<file path="config.mk">
export PLATFORM = sky130hd
export DESIGN_NAME = alu_share_arbiter
export DESIGN_NICKNAME = d
export VERILOG_FILES = /design/src/rtl/alu_share_arbiter.sv
export SDC_FILE = /design/constraint.sdc
export NUM_CORES = 1
export LEC_CHECK = 0
export CORE_AREA = 5 5 164 166
export CTS_BUF_LIST = sky130_fd_sc_hd__clkbuf_2
export DETAILED_ROUTE_END_ITERATION = 10
export DIE_AREA = 0 0 169 171
export GPL_ROUTABILITY_DRIVEN = 0
export RECOVER_POWER = 25
export SLEW_MARGIN = 20
export SYNTH_ARGS = -nofsm -noshare
export SYNTH_HDL_FRONTEND = slang
export SYNTH_SLANG_ARGS = --single-unit
</file>
<file path="constraint.sdc">
create_clock -name clk -period 3.7 [get_ports clk]
set_clock_uncertainty 0.15 [all_clocks]
set_input_delay 0.555 -clock clk [delete_from_list [all_inputs] [get_ports clk]]
set_output_delay 0.555 -clock clk [all_outputs]
set_load 0.01 [all_outputs]
</file>
<file path="src/rtl/alu_share_arbiter.sv">
// Round-robin arbiter/sequencer sharing one combinational ALU between NUM_REQ requesters.
// Optional opcode legality check enabled by defining ALU_ARB_OPCHECK_EN.
module alu_share_arbiter #(
   parameter int WIDTH   = 32,
   parameter int OP_LEN  = 5,
   parameter int NUM_REQ = 4,
   parameter int ID_W    = $clog2(NUM_REQ)
) (
   input  logic                      clk,
   input  logic                      rst_n,
   input  logic [NUM_REQ-1:0]        req_valid,
   output logic [NUM_REQ-1:0]        req_ready,
   input  logic [NUM_REQ*WIDTH-1:0]  req_a,
   input  logic [NUM_REQ*WIDTH-1:0]  req_b,
   input  logic [NUM_REQ*OP_LEN-1:0] req_op,
   output logic [WIDTH-1:0]          alu_a,
   output logic [WIDTH-1:0]          alu_b,
   output logic [OP_LEN-1:0]         alu_op,
   input  logic [WIDTH-1:0]          alu_sum,
   input  logic [3:0]                alu_flags,
   output logic                      rsp_valid,
   input  logic                      rsp_ready,
   output logic [ID_W-1:0]           rsp_id,
   output logic [WIDTH-1:0]          rsp_sum,
   output logic [3:0]                rsp_flags,
   output logic                      rsp_err,
   output logic                      busy
);

   typedef enum logic [1:0] {IDLE, EXEC, RESP} state_t;

   state_t              state_reg, state_next;
   logic [ID_W-1:0]     ptr_reg;
   logic [WIDTH-1:0]    alu_a_reg, alu_b_reg;
   logic [OP_LEN-1:0]   alu_op_reg;
   logic [ID_W-1:0]     rsp_id_reg;
   logic [WIDTH-1:0]    rsp_sum_reg;
   logic [3:0]          rsp_flags_reg;
   logic                rsp_err_reg;

   logic                found;
   logic [ID_W-1:0]     winner;
   logic                accept;
   logic                op_illegal;

   // First valid requester at or after ptr, wrapping at NUM_REQ.
   always_comb begin
      found  = 1'b0;
      winner = '0;
      for (int k = 0; k < NUM_REQ; k++) begin
         if (!found && req_valid[(int'(ptr_reg) + k) % NUM_REQ]) begin
            found  = 1'b1;
            winner = ID_W'((int'(ptr_reg) + k) % NUM_REQ);
         end
      end
   end

   assign accept = (state_reg == IDLE) && found;

   generate
      for (genvar gi = 0; gi < NUM_REQ; gi++) begin : g_ready
         assign req_ready[gi] = accept && (winner == ID_W'(gi));
      end
   endgenerate

`ifdef ALU_ARB_OPCHECK_EN
   assign op_illegal = (alu_op_reg != OP_LEN'(1)) && (alu_op_reg != OP_LEN'(2));
`else
   assign op_illegal = 1'b0;
`endif

   always_comb begin
      state_next = state_reg;
      case (state_reg)
         IDLE:    if (found) state_next = EXEC;
         EXEC:    state_next = RESP;
         RESP:    if (rsp_ready) state_next = IDLE;
         default: state_next = IDLE;
      endcase
   end

   always_ff @(posedge clk or negedge rst_n) begin
      if (!rst_n) begin
         state_reg     <= IDLE;
         ptr_reg       <= '0;
         alu_a_reg     <= '0;
         alu_b_reg     <= '0;
         alu_op_reg    <= '0;
         rsp_id_reg    <= '0;
         rsp_sum_reg   <= '0;
         rsp_flags_reg <= '0;
         rsp_err_reg   <= 1'b0;
      end else begin
         state_reg <= state_next;
         if (accept) begin
            alu_a_reg  <= req_a[winner*WIDTH +: WIDTH];
            alu_b_reg  <= req_b[winner*WIDTH +: WIDTH];
            alu_op_reg <= req_op[winner*OP_LEN +: OP_LEN];
            rsp_id_reg <= winner;
            ptr_reg    <= (winner == ID_W'(NUM_REQ - 1)) ? '0 : winner + 1'b1;
         end
         // Operands stayed stable through EXEC, so the ALU output is settled here.
         if (state_reg == EXEC) begin
            rsp_sum_reg   <= op_illegal ? '0 : alu_sum;
            rsp_flags_reg <= op_illegal ? 4'b0 : alu_flags;
            rsp_err_reg   <= op_illegal;
         end
      end
   end

   assign alu_a     = alu_a_reg;
   assign alu_b     = alu_b_reg;
   assign alu_op    = alu_op_reg;
   assign rsp_valid = (state_reg == RESP);
   assign rsp_id    = rsp_id_reg;
   assign rsp_sum   = rsp_sum_reg;
   assign rsp_flags = rsp_flags_reg;
   assign rsp_err   = rsp_err_reg;
   assign busy      = (state_reg != IDLE);

endmodule
</file>
Word level (Yosys, flattened, before mapping) --
Cells that the tools add are included.
Storage, ports and cells: bits in latches 0, register bits after elaboration 111, memory bits (writable) 0, bits of input ports 319, memories kept 0, bits in read-only memories 0, output and inout bits 114, word-level logic and storage cells 71
Operators by class: equality and inequality tests 7, $add $sub $neg 4, magnitude comparators 4, reductions and logical operators 18, $mul 1, bitwise gates (word level) 3, shift operators 3, div/mod/pow operators 0, multiplexer cells 23
Operator list (number):
- $shiftx 128x8->32 | 2
- $shiftx 20x6->5 | 1
- $mux 2 | 7
- $lt 3x4->1 const B | 3
- $mux 1 | 11
- $bmux 1 s2 | 4
- $logic_and 1x1->1 | 8
- $eq 2x2->1 const B | 3
- $pmux 2 s3 | 1
- $reduce_or 2->1 | 3
- $mul 2x3->5 const B | 1
- $add 2x1->2 const B | 2
- $add 2x2->2 const B | 2
- $eq 2x1->1 const B | 2
- $logic_not 2->1 | 2
- $and 1x1->1 const A | 3
- $logic_not 1->1 | 3
- $lt 2x3->1 const B | 1
- $ne 2x1->1 const B | 1
- $ne 2x2->1 const B | 1
- $reduce_and 2->1 | 1
- $reduce_bool 2->1 | 1

Depth between registers and ports, before layout --
depth in word-level cells 16, gate-level depth with buffers 8

Least setup slack after synthesis --
Ideal clock, no wire load.
path kind input to output, start point input port req_valid[0], end point output port req_ready[3], arrival time 1.599 ns, buffers on the path 2, setup slack 1.396 ns, data required time 2.995 ns, stages on the path 7, cell sequence a21o_1 -> a21oi_1 -> o22ai_2 -> nand2b_1 -> buf_2 -> buf_2 -> nor2_1
On the way: word-level cells in the longest chain between the ends 14, elaborated cells between the ends (all ways) 28, those cells by class eq/ne: 1; mux: 19; reduce/logical: 8
Ends and longest elaborated chain:
- start: declaration | RTL line 11 | input logic [NUM_REQ-1:0] req_valid,
- $bmux 1 s2 | RTL line 51 | if (!found && req_valid[(int'(ptr_reg) + k) % NUM_REQ]) begin
- $mux 1 (implied by the code) | RTL line 51
- $mux 1 | RTL line 51
- $logic_not 1->1 | RTL line 51
- $logic_and 1x1->1 | RTL line 51
- $mux 1 | RTL line 51
- $logic_not 1->1 | RTL line 51
- $logic_and 1x1->1 | RTL line 51
- $mux 1 | RTL line 51
- $logic_not 1->1 | RTL line 51
- $logic_and 1x1->1 | RTL line 51
- $mux 2 / $mux 1 (equally long branches) | RTL line 51
- $eq 2x2->1 / $logic_and 1x1->1 (equally long branches) | RTL line 62, 58
- $logic_and 1x1->1 * | RTL line 62 | assign req_ready[gi] = accept && (winner == ID_W'(gi));
- end: declaration | RTL line 12 | output logic [NUM_REQ-1:0] req_ready,
Every way passes the cells marked *; elsewhere a longest branch is shown, timed or not. The select of a mux whose other input is x is not followed.

Worst setup path after layout --
start point register state_reg[1], end point output port req_ready[1]
On the way: word-level cells in the longest chain between the ends 3
Ends and longest elaborated chain:
- start: declaration | RTL line 32 | state_t state_reg, state_next;
- start signal: assignment | RTL line 94 | state_reg <= state_next;
- $logic_not 2->1 | RTL line 58 | assign accept = (state_reg == IDLE) && found;
- $logic_and 1x1->1 | RTL line 58
- $logic_and 1x1->1 | RTL line 62
No other way between the ends.

==> results_dict.tcl <==
set metrics [dict create \
    first_pass_iters 4 \
    vias 5702 \
    status "finished, final reports clean" \
    drt-total-wl_mm 24.2 \
    ys_seq_elements 111 \
    yosysWarnings 0 \
    wl_per_cell_um 19.4 \
    timing.slew.headroom 0.104 \
    crit_start "state_reg[1]$_DFFE_PN0P_" \
    r2r-start "ptr_reg[1]$_DFFE_PN0P_" \
    netlist_area_mm2 0.00586 \
    max-clock-path-buffers 2 \
    cts_setup_buffers 0 \
    clkTransAtPathRegs_ps 420 \
    clock_latency_ps 660 \
    period_minus_slack_ps 3330 \
    drive_gt1_frac 0.0710 \
    numClockSinks 111 \
    final_hold_viol_count 0 \
    ctsResizeCount 0 \
    port_buffers 431 \
    worst_pin_slew_ps 1340 \
    grt_pass1_vias 5696 \
    min_path_type "input pin to flop" \
    num-fill-cells 2538 \
    final-setup-viol-count 0 \
    hpwl_mm 18.4 \
    fin_crit_sh 0.900 \
    root_buffer "clkbuf_2" \
    r2r_end "alu_a[5]$_DFFE_PN0P_" \
    avgViaCountPerCell 4.56 \
    grt_first_pass_wirelength_mm 34.5 \
    drt_iter0_markers 282 \
    tns_ps 0 \
    multi_input_area_mm2 0.00285 \
    ff_latch_area_mm2 0.00278 \
    htreeDepth 3 \
    crit_type "flop to primary output" \
    cp-endpoint "req_ready[1]" \
    core_mm2 0.0255 \
    dieWidth_um 169 \
    io_pins 433 \
    min_path_cells 2 \
    rsz0062_at_grt "false" \
    slew_viol_final 0 \
    start_kind "flop" \
    ys_seq_area_frac 0.474 \
    ant_nets 0 \
    maxCapViolations 0 \
    cts_buffers 9 \
    avgSynthCellArea_um2 11.7 \
    final_common_cell "clkdlybuf4s50_1" \
    clock.fmax_ghz 0.300 \
    worstPathMaxFanout 5 \
    cp.arrival_ps 2630 \
    r2r_slack_ps 1100 \
    overflow 0 \
    cts_tree "built" \
    cp.required_ps 2990 \
    reg2reg_depth 6 \
    grt_antenna_before_repair 2 \
    rows 59 \
    grt_max_degree 82 \
    final_cell_mix "clkdlybuf4s50_1 (430), mux2i_1 (138), dfrtp_1 (111)" \
    power_density_mw_per_mm2 673 \
    p_leak_nw 4.53 \
    start_util 0.230 \
    irDropWorstVdd_mv 0.830 \
    die_y_um 171 \
    synth_fp_nets 822 \
    synth_cells 503 \
    power_mw 7.14 \
    worstSetupEndpointType "primary output" \
    track_usage 0.154 \
    nets 1229 \
    dieArea_mm2 0.0289 \
    synth_cell_types 25 \
    drc 0 \
    area_delta_synth_final_pct 80.8 \
]
==> per-layer routing <==
metal | track usage | routed length (um) | vias up
li1 | - | - | 2696
met1 | 0.177 | 9320 | 2727
met2 | 0.273 | 12200 | 258
met3 | 0.0596 | 2360 | 19
met4 | 0.0333 | 345 | 2
met5 | 0 | 13 | -
==> kinds of logic after synthesis <==
family / Yosys count / share of synthesized area
AOI/OAI and AO/OA: 81 / 0.117
xor gates and xnor gates: 1 / 0.00149
buffers and inverters: 49 / 0.0446
DFF: 111 / 0.474
muxes: 174 / 0.305
other: 1 / 0.000639
and+or+nand+nor: 86 / 0.0580
==> synthesized netlist by cell type <==
cell type	count	area (um2)
clkbuf_1	19	71.3
inv_2	1	3.75
xnor2_1	1	8.76
buf_2	17	85.1
dfrtp_1	111	2780
a21oi_1	4	20.0
buf_4	1	7.51
nand2b_1	5	31.3
o22ai_1	1	6.26
o21ai_1	1	5.00
buf_6	7	78.8
o22ai_2	1	12.5
o221ai_1	69	604
nand2_1	74	278
or2_1	1	6.26
inv_1	4	15.0
mux2_2	36	405
a31o_2	1	8.76
nor2_1	5	18.8
mux2i_1	138	1380
and3_1	1	6.26
o21ai_0	1	5.00
a21o_1	2	15.0
conb_1	1	3.75
a211o_1	1	8.76
==> where the power goes <==
group	switching (mW)	internal, mW
combinational	1.99	2.34
sequential	0.330	1.83
clock	0.520	0.129
==> area by class of cell <==
type,count,share of cell area
Sequential cell,111,0.262
Antenna cell,1,0.000236
Inverter,5,0.00177
Timing Repair Buffer,440,0.415
Tap cell,335,0.0395
Multi-Input combinational cell,343,0.269
Clock buffer,9,0.00425
Clock inverter,7,0.00897
==> critical path, stage by stage (launching register included) <==
cell             delay [ps]
dfrtp_1                 490
or2_1                   260
a31o_4                  210
inv_1                   150
nand2_2                  80
nor2_1                  190
clkdlybuf4s50_1         590
==> what timing repair did <==
action / in CTS / in global routing
hold buffers: 1 / 0
hold endpoints to repair: 49 / 0
endpoints found under the setup margin: 0 / 0
==> worst min-delay path by stage <==
stage,endpoint,from
after floorplan,alu_a[0]$_DFFE_PN0P_,rst_n
after global placement,rsp_id[0]$_DFFE_PN0P_,rsp_id[0]$_DFFE_PN0P_
after detailed placement,rsp_id[0]$_DFFE_PN0P_,rsp_id[0]$_DFFE_PN0P_
after CTS,state_reg[1]$_DFFE_PN0P_,rsp_ready
after global routing,state_reg[1]$_DFFE_PN0P_,rsp_ready
final,state_reg[1]$_DFFE_PN0P_,rsp_ready
==> metrics by stage <==
stage / utilization / cell area [um2] / setup slack, ps / hold WS (ps) / cells
after global routing: 0.416 / 10600 / 156 / 99.0 / 1251
after global placement: 0.411 / 10500 / 489 / 310 / 1233
after detailed placement: 0.411 / 10500 / 514 / 321 / 1233
after CTS: 0.417 / 10600 / 315 / 130 / 1250
after floorplan: - / 5860 / 1400 / 109 / 503
final: 0.416 / 10600 / 369 / 220 / 1251
Note: power is estimated with default switching activity, not from simulation.
